**src/rtl/usb_byte_serializer_if.sv**
```systemverilog
// Handshake and byte-bus bundle between the upstream arbiter, the USB side and the serializer.
interface usb_byte_serializer_if #(parameter int DEPTH = 4);
  localparam int CW = $clog2(DEPTH) + 1;

  logic [31:0]   WORD_DATA;
  logic          WORD_VALID;
  logic          WORD_READY;
  logic          USB_READ;
  logic [7:0]    USB_DATA;
  logic          BYTE_AVAIL;
  logic [CW-1:0] WORD_COUNT;
  logic          FLUSH;
  logic          ERR_CLEAR;
  logic          READ_ERROR;

  modport master (
    output WORD_DATA, WORD_VALID, USB_READ, FLUSH, ERR_CLEAR,
    input  WORD_READY, USB_DATA, BYTE_AVAIL, WORD_COUNT, READ_ERROR
  );

  modport slave (
    input  WORD_DATA, WORD_VALID, USB_READ, FLUSH, ERR_CLEAR,
    output WORD_READY, USB_DATA, BYTE_AVAIL, WORD_COUNT, READ_ERROR
  );
endinterface

```
**src/rtl/usb_byte_serializer.sv**
```systemverilog
// 32-bit word buffer drained one byte at a time (LSB first) by USB read strobes.
module usb_byte_serializer #(
  parameter int DEPTH = 4
) (
  input logic                  BUS_CLK,
  input logic                  BUS_RST_B,
  usb_byte_serializer_if.slave bus
);
  localparam int AW = $clog2(DEPTH);
  localparam int CW = AW + 1;

  logic [31:0]   mem [DEPTH];
  logic [AW-1:0] wr_ptr, rd_ptr;
  logic [CW-1:0] count;
  logic [1:0]    bidx;
  logic          read_error;

  logic          avail, push, pop_byte, pop_word, rd_err;
  logic [31:0]   head;

  assign avail    = (count != '0);
  assign push     = bus.WORD_VALID & bus.WORD_READY & ~bus.FLUSH;
  assign pop_byte = bus.USB_READ & avail & ~bus.FLUSH;
  assign pop_word = pop_byte & (bidx == 2'd3);
  // An empty read is an error even while flushing; flush never touches the flag.
  assign rd_err   = bus.USB_READ & ~avail;
  assign head     = mem[rd_ptr];

  assign bus.WORD_READY = (count < CW'(DEPTH));
  assign bus.BYTE_AVAIL = avail;
  assign bus.WORD_COUNT = count;
  assign bus.READ_ERROR = read_error;
  assign bus.USB_DATA   = avail ? head[8*bidx +: 8] : 8'h00;

  // Storage holds data only; control state below decides what is valid.
  always_ff @(posedge BUS_CLK) begin
    if (push) mem[wr_ptr] <= bus.WORD_DATA;
  end

  always_ff @(posedge BUS_CLK or negedge BUS_RST_B) begin
    if (!BUS_RST_B) begin
      wr_ptr <= '0;
      rd_ptr <= '0;
      count  <= '0;
      bidx   <= '0;
    end else if (bus.FLUSH) begin
      wr_ptr <= '0;
      rd_ptr <= '0;
      count  <= '0;
      bidx   <= '0;
    end else begin
      if (push)     wr_ptr <= wr_ptr + 1'b1;
      if (pop_word) rd_ptr <= rd_ptr + 1'b1;
      if (pop_byte) bidx   <= bidx + 2'd1;
      case ({push, pop_word})
        2'b10:   count <= count + 1'b1;
        2'b01:   count <= count - 1'b1;
        default: count <= count;
      endcase
    end
  end

  always_ff @(posedge BUS_CLK or negedge BUS_RST_B) begin
    if (!BUS_RST_B)         read_error <= 1'b0;
    else if (rd_err)        read_error <= 1'b1;
    else if (bus.ERR_CLEAR) read_error <= 1'b0;
  end
endmodule
```
**src/flat_wrapper.sv**
```systemverilog
// flat-port wrapper written by rule: the top's interface ports become plain ports
module usb_byte_serializer_flat 
#(
  parameter int DEPTH = 4
)
  (BUS_CLK, BUS_RST_B, bus_WORD_DATA, bus_WORD_VALID, bus_USB_READ, bus_FLUSH, bus_ERR_CLEAR, bus_WORD_READY, bus_USB_DATA, bus_BYTE_AVAIL, bus_WORD_COUNT, bus_READ_ERROR);
  usb_byte_serializer_if #(.DEPTH(DEPTH)) bus_i ();
  input logic BUS_CLK;
  input logic BUS_RST_B;
  input wire logic [$bits(bus_i.WORD_DATA)-1:0] bus_WORD_DATA;
  input wire logic [$bits(bus_i.WORD_VALID)-1:0] bus_WORD_VALID;
  input wire logic [$bits(bus_i.USB_READ)-1:0] bus_USB_READ;
  input wire logic [$bits(bus_i.FLUSH)-1:0] bus_FLUSH;
  input wire logic [$bits(bus_i.ERR_CLEAR)-1:0] bus_ERR_CLEAR;
  output wire logic [$bits(bus_i.WORD_READY)-1:0] bus_WORD_READY;
  output wire logic [$bits(bus_i.USB_DATA)-1:0] bus_USB_DATA;
  output wire logic [$bits(bus_i.BYTE_AVAIL)-1:0] bus_BYTE_AVAIL;
  output wire logic [$bits(bus_i.WORD_COUNT)-1:0] bus_WORD_COUNT;
  output wire logic [$bits(bus_i.READ_ERROR)-1:0] bus_READ_ERROR;
  assign bus_i.WORD_DATA = bus_WORD_DATA;
  assign bus_i.WORD_VALID = bus_WORD_VALID;
  assign bus_i.USB_READ = bus_USB_READ;
  assign bus_i.FLUSH = bus_FLUSH;
  assign bus_i.ERR_CLEAR = bus_ERR_CLEAR;
  assign bus_WORD_READY = bus_i.WORD_READY;
  assign bus_USB_DATA = bus_i.USB_DATA;
  assign bus_BYTE_AVAIL = bus_i.BYTE_AVAIL;
  assign bus_WORD_COUNT = bus_i.WORD_COUNT;
  assign bus_READ_ERROR = bus_i.READ_ERROR;
  usb_byte_serializer #(.DEPTH(DEPTH)) u_core (.BUS_CLK(BUS_CLK), .BUS_RST_B(BUS_RST_B), .bus(bus_i));
endmodule
```
**config.mk**
```make
export PLATFORM = sky130hd
export DESIGN_NAME = usb_byte_serializer_flat
export DESIGN_NICKNAME = d
export VERILOG_FILES = /design/src/rtl/usb_byte_serializer_if.sv /design/src/rtl/usb_byte_serializer.sv /design/src/flat_wrapper.sv
export SDC_FILE = /design/constraint.sdc
export NUM_CORES = 1
export LEC_CHECK = 0
export CORE_AREA = 10 10 123 125
export DETAILED_ROUTE_END_ITERATION = 8
export DIE_AREA = 0 0 133 135
export SLEW_MARGIN = 20
export SYNTH_ARGS = -nofsm -noshare
export SYNTH_HDL_FRONTEND = slang
export SYNTH_SLANG_ARGS = --single-unit
```
**constraint.sdc**
```tcl
create_clock -name BUS_CLK -period 3.56 [get_ports BUS_CLK]
set_input_delay 0.712 -clock BUS_CLK [delete_from_list [all_inputs] [get_ports BUS_CLK]]
set_output_delay 0.712 -clock BUS_CLK [all_outputs]
set_load 0.02 [all_outputs]
```
**Word level (Yosys, flattened, before mapping)**

Memory sizes are Yosys's and may differ from the RTL's.
Cells that the tools add are included.
W data, S select, Z words.

- Register bits after elaboration: 10
- Latch bits: 0
- RAM bits: 128
- Memory bits (read-only): 0
- Input bits: 38
- Output and inout port bits: 14
- Word-level logic and storage cells: 43
- Memories kept: 1

Memory list:

| memory | words | bits a word | rd ports | clocked after Yosys merged registers in | write ports | RTL line | RTL |
|---|---|---|---|---|---|---|---|
| u_core.mem | 4 | 32 | 1 | 0 | 1 | usb_byte_serializer.sv:12 | `logic [31:0] mem [DEPTH];` |

- $add $sub $neg: 5
- $mul: 0
- Div/mod/pow operators: 0
- Magnitude comparators: 1
- Equal/unequal tests: 3
- Shift operators: 1
- Multiplexer cells: 13
- Bitwise logic cells: 8
- Reduce and logical (&&, ||, !) cells: 6

Operators by type and width:

| operator | number |
|---|---|
| $shiftx A32 B6 Y8 | 1 |
| $mux W2 | 6 |
| $mux W8 | 1 |
| $reduce_bool A2 Y1 | 4 |
| $add A2 B1 Y2 const B | 3 |
| $and A1 B1 Y1 | 6 |
| $pmux W3 S2 | 1 |
| $reduce_bool A3 Y1 | 2 |
| $eq A2 B2 Y1 const B | 2 |
| $mux W1 | 4 |
| $add A3 B1 Y3 const B | 1 |
| $lt A3 B3 Y1 const B | 1 |
| $mux W3 | 1 |
| $sub A3 B1 Y3 const B | 1 |
| $eq A2 B1 Y1 const B | 1 |
| $not A1 Y1 | 2 |

**Longest topological paths before layout**

- Word-level depth: 7
- Mapped depth: 7
- Mapped depth without buffers: 7

**Worst setup path after synthesis**

Ideal clock, no wire load.

- Path kind: input to register
- Start: input bus_WORD_VALID
- End: memory u_core.mem[0][0], enable pin
- Setup time: 0.392 ns
- Data arrival time: 2.070 ns
- Data required time: 3.168 ns
- Path slack: 1.098 ns
- Stages: 4
- Path buffers: 1
- Cell sequence: nor2b_1 clkbuf_1 nor2b_1 and2_1

- Word-level cells in the longest chain between the ends: 4

RTL lines:

| element | RTL line | RTL |
|---|---|---|
| from (decl) | flat_wrapper.sv:11 | `input wire logic [$bits(bus_i.WORD_VALID)-1:0] bus_WORD_VALID;` |
| $and A1 B1 Y1 (2 in series) | usb_byte_serializer.sv:22 | `assign push = bus.WORD_VALID & bus.WORD_READY & ~bus.FLUSH;` |
| $mux W1 | usb_byte_serializer.sv:37 | `if (push) mem[wr_ptr] <= bus.WORD_DATA;` |
| $mux W1 (not written as such) | usb_byte_serializer.sv:37 |  |
| to (decl) | usb_byte_serializer.sv:12 |  |

Every way passes these cells.

**Final worst setup path**

- Start: register u_core.rd_ptr[0]
- End: output bus_USB_DATA[1]

- Word-level cells in the longest chain between the ends: 3

RTL lines:

| element | RTL line | RTL |
|---|---|---|
| from (decl) | usb_byte_serializer.sv:13 | `logic [AW-1:0] wr_ptr, rd_ptr;` |
| from (signal assigned) | usb_byte_serializer.sv:53 | `if (pop_word) rd_ptr <= rd_ptr + 1'b1;` |
| $mem_v2 Z4 W32 | n/a |  |
| $shiftx A32 B6 Y8 | usb_byte_serializer.sv:33 | `assign bus.USB_DATA = avail ? head[8*bidx +: 8] : 8'h00;` |
| $mux W8 | usb_byte_serializer.sv:33 |  |
| to (decl) | flat_wrapper.sv:16 | `output wire logic [$bits(bus_i.USB_DATA)-1:0] bus_USB_DATA;` |

Every way passes these cells.

==> results.yml <==
status:
  status: "completed"
routing:
  wl_per_cell_um: 20.1
  drcViolationCount: 0
  vias: 2640
  routed_wl_mm: 10.3
  vias_per_cell: 5.18
  ant_nets: 0
  dr.pass1.iters: 4
  drt_iter0_drc: 194
synth:
  synth-compound-area-share_pct: 2.25
  yosysWarnings: 0
  yosys.area_share.simple_pct: 2.72
  synth_top_area_cell: "edfxtp_1"
  yosys_most_used_dff: "edfxtp_1"
  synth.top_cell.area_share_pct: 69.1
  syn_inst: 259
  synth_cell_types: 35
  yosysSeqAreaShare_pct: 73.6
  ys_seq_elements: 138
  synth_top_family_by_area: "multiplexers"
  synth_xor_area_share_pct: 0.787
  yosys-top-cells-area: "edfxtp_1 (69%), mux4_1 (9.4%), mux4_2 (4.9%), dfrtp_1 (4.5%), mux2i_1 (2.7%)"
  syn_area_mm2: 0.00556
  synthArstFlopShare_pct: 7.25
  synth-edff-count: 128
  yosys-mux-area-fraction_pct: 17.0
  synthAdderAreaFrac_pct: 1.48
  synth_nets: 303
  synth.avg_cell_area_um2: 21.5
timing:
  fmax_mhz: 305
  rsz0062_at_grt: "false"
  max_slew_margin_pct: 65.6
  hold_violations: 0
  min_period_over_period_pct: 92.0
  setup_viol: 0
  clock_skew_ps: 5.68
  tns_ps: 0
  worstMarginPinSlew_ps: 515
  drv_slew: 0
  final.min_clock_period_ps: 3270
clocking:
  cts_buffer_depth: 2
  cts_hold_buf: 0
  cts_max_level: 4
  cts.clk_slew.worst_paths_ps: 50
  ctsResizeCount: 0
  clock_sink_count: 138
  cts_tree: "built"
  root_buffer: "clkbuf_16"
  postCtsSetupBuffers: 0
  numCtsBuffers: 17
  clk_latency_ps: 410
global_routing:
  grt_pass1_wl_mm: 16.3
  grt_pass1_vias: 2831
  grt_usage_pct: 12.3
  gr-total-overflow: 0
  antenna_found_initial: 0
  grt_max_degree: 33
hold_path:
  min_to: "u_core.bus.READ_ERROR"
  hold_class: "flop to flop"
  worstHoldStart: "u_core.bus.READ_ERROR"
  min_path_cells: 2
cells_and_area:
  final_cell_mix: "edfxtp_1 (128), clkdlybuf4s50_1 (51), mux4_1 (20)"
  n_antenna_cell: 0
  layout_commonest_cell: "edfxtp_1"
  final_nets: 369
  instances_no_fill: 510
  area_growth_pct: 23.3
  drive_gt1_share_pct: 14.8
floorplanning:
  dieWidth_um: 133
  row_count: 41
  fp.dieH_um: 135
  die_area_mm2: 0.0180
  start_util_pct: 44.3
  core_mm2: 0.0126
  io_pins: 52
power:
  total_power_mw: 3.78
  p_leak_nw: 2.36
  powerDensity_mw_per_mm2: 551
  ir_drop_mv: 0.507
setup_path:
  worstPathCellList: "buf_12 -> mux4_1 -> mux2i_1 -> o22ai_1 -> clkdlybuf4s50_1"
  r2r_end: "u_core.bus.WORD_COUNT[1]"
  slowest_stage: "mux4_1"
  end_kind: "output port"
  worst_ep_arrival_time_ps: 2560
  rr_startpoint: "u_core.bidx[0]"
  cp.required_ps: 2850
  criticalPathCategory: "flop to output port"
  start_kind: "flop"
  cpPeakStageDelay_ps: 600
  worst-r2r-cell-count: 6
  r2r_slack_ps: 1500
  critical_path.max_fanout: 24
flow_run:
  maxCapViolCount: 0
placed_design:
  dp.final_hpwl_mm: 6.12
  gp_congestion: 0.737
  port_buffers: 51
  dp.cells: 478
[metal layers]
layer  track usage (%)  routed length, um
met5                 0                  0
met4              5.50                167
met3              4.97                554
met2              19.0               4910
met1              14.9               4640
[through the flow]
| step | hold WS (ps) | util (%) | area [um2] | worst slack, ps |
|---|---|---|---|---|
| CTS | 535 | 54.6 | 6860 | 251 |
| finish | 533 | 54.6 | 6860 | 285 |
| global route | 571 | 54.6 | 6860 | 169 |
| detailed placement | 526 | 50.0 | 6290 | 708 |
| global placement | 525 | 50.0 | 6290 | 701 |
| floorplan | 416 | - | 5560 | 1100 |
[report_power, final]
part | internal (mW) | total, mW | switching (mW)
clock network | 1.09 | 1.69 | 0.602
logic | 0.120 | 0.248 | 0.128
registers | 1.83 | 1.84 | 0.0185
[worst max path at each step]
| stage | endpoint | start | slack [ps] | cells past startpoint |
|---|---|---|---|---|
| CTS | bus_USB_DATA[7] | u_core.rd_ptr[0] | 250 | 5 |
| detailed placement | bus_USB_DATA[7] | u_core.rd_ptr[0] | 710 | 5 |
| finish | bus_USB_DATA[1] | u_core.rd_ptr[0] | 290 | 5 |
| floorplan | u_core.mem[0][0] | bus_WORD_VALID | 1100 | 4 |
| global route | bus_USB_DATA[4] | u_core.rd_ptr[0] | 170 | 5 |
| global placement | bus_USB_DATA[7] | u_core.rd_ptr[0] | 700 | 5 |
[registers in the layout (all words and copies together) (netlist names)]
signal                 count
u_core.bus.READ_ERROR      1
u_core.bus.WORD_COUNT      3
u_core.bidx                2
u_core.mem               128
u_core.wr_ptr              2
u_core.rd_ptr              2
[worst max-delay path: cells and delay by family, from the launching register on]
kind	cells	cell delay [ps]
flops	1	380
buf+inv	2	800
compound gates	1	140
mux	2	820
[kinds of logic (layout without fill, tap and decap cells)]
group / count (synthesis) / after routing
mux: 47 / 47
fa+ha+maj: 6 / 6
buf+inv: 18 / 97
simple gates: 29 / 29
flops: 138 / 138
xor+xnor: 5 / 5
compound gates: 16 / 16
[cell usage after synthesis, drive strengths merged, types with 4 or more instances]
master and instances:
nor2 9, inv 6, clkbuf 4, o22ai 8, dfrtp 10, edfxtp 128, mux4 32, ha 5
and2 5, mux2i 15, buf 8
[final cells by class]
class                           instances  area, um2
Fill cell                            1001       5710
Sequential cell                       138       4100
Multi-Input combinational cell        103       1350
Timing Repair Buffer                   59        608
Clock buffer                           21        440
Tap cell                              172        215
Clock inverter                         11        128
Inverter                                6       22.5
No activity file was read; power rests on OpenSTA's default activity.
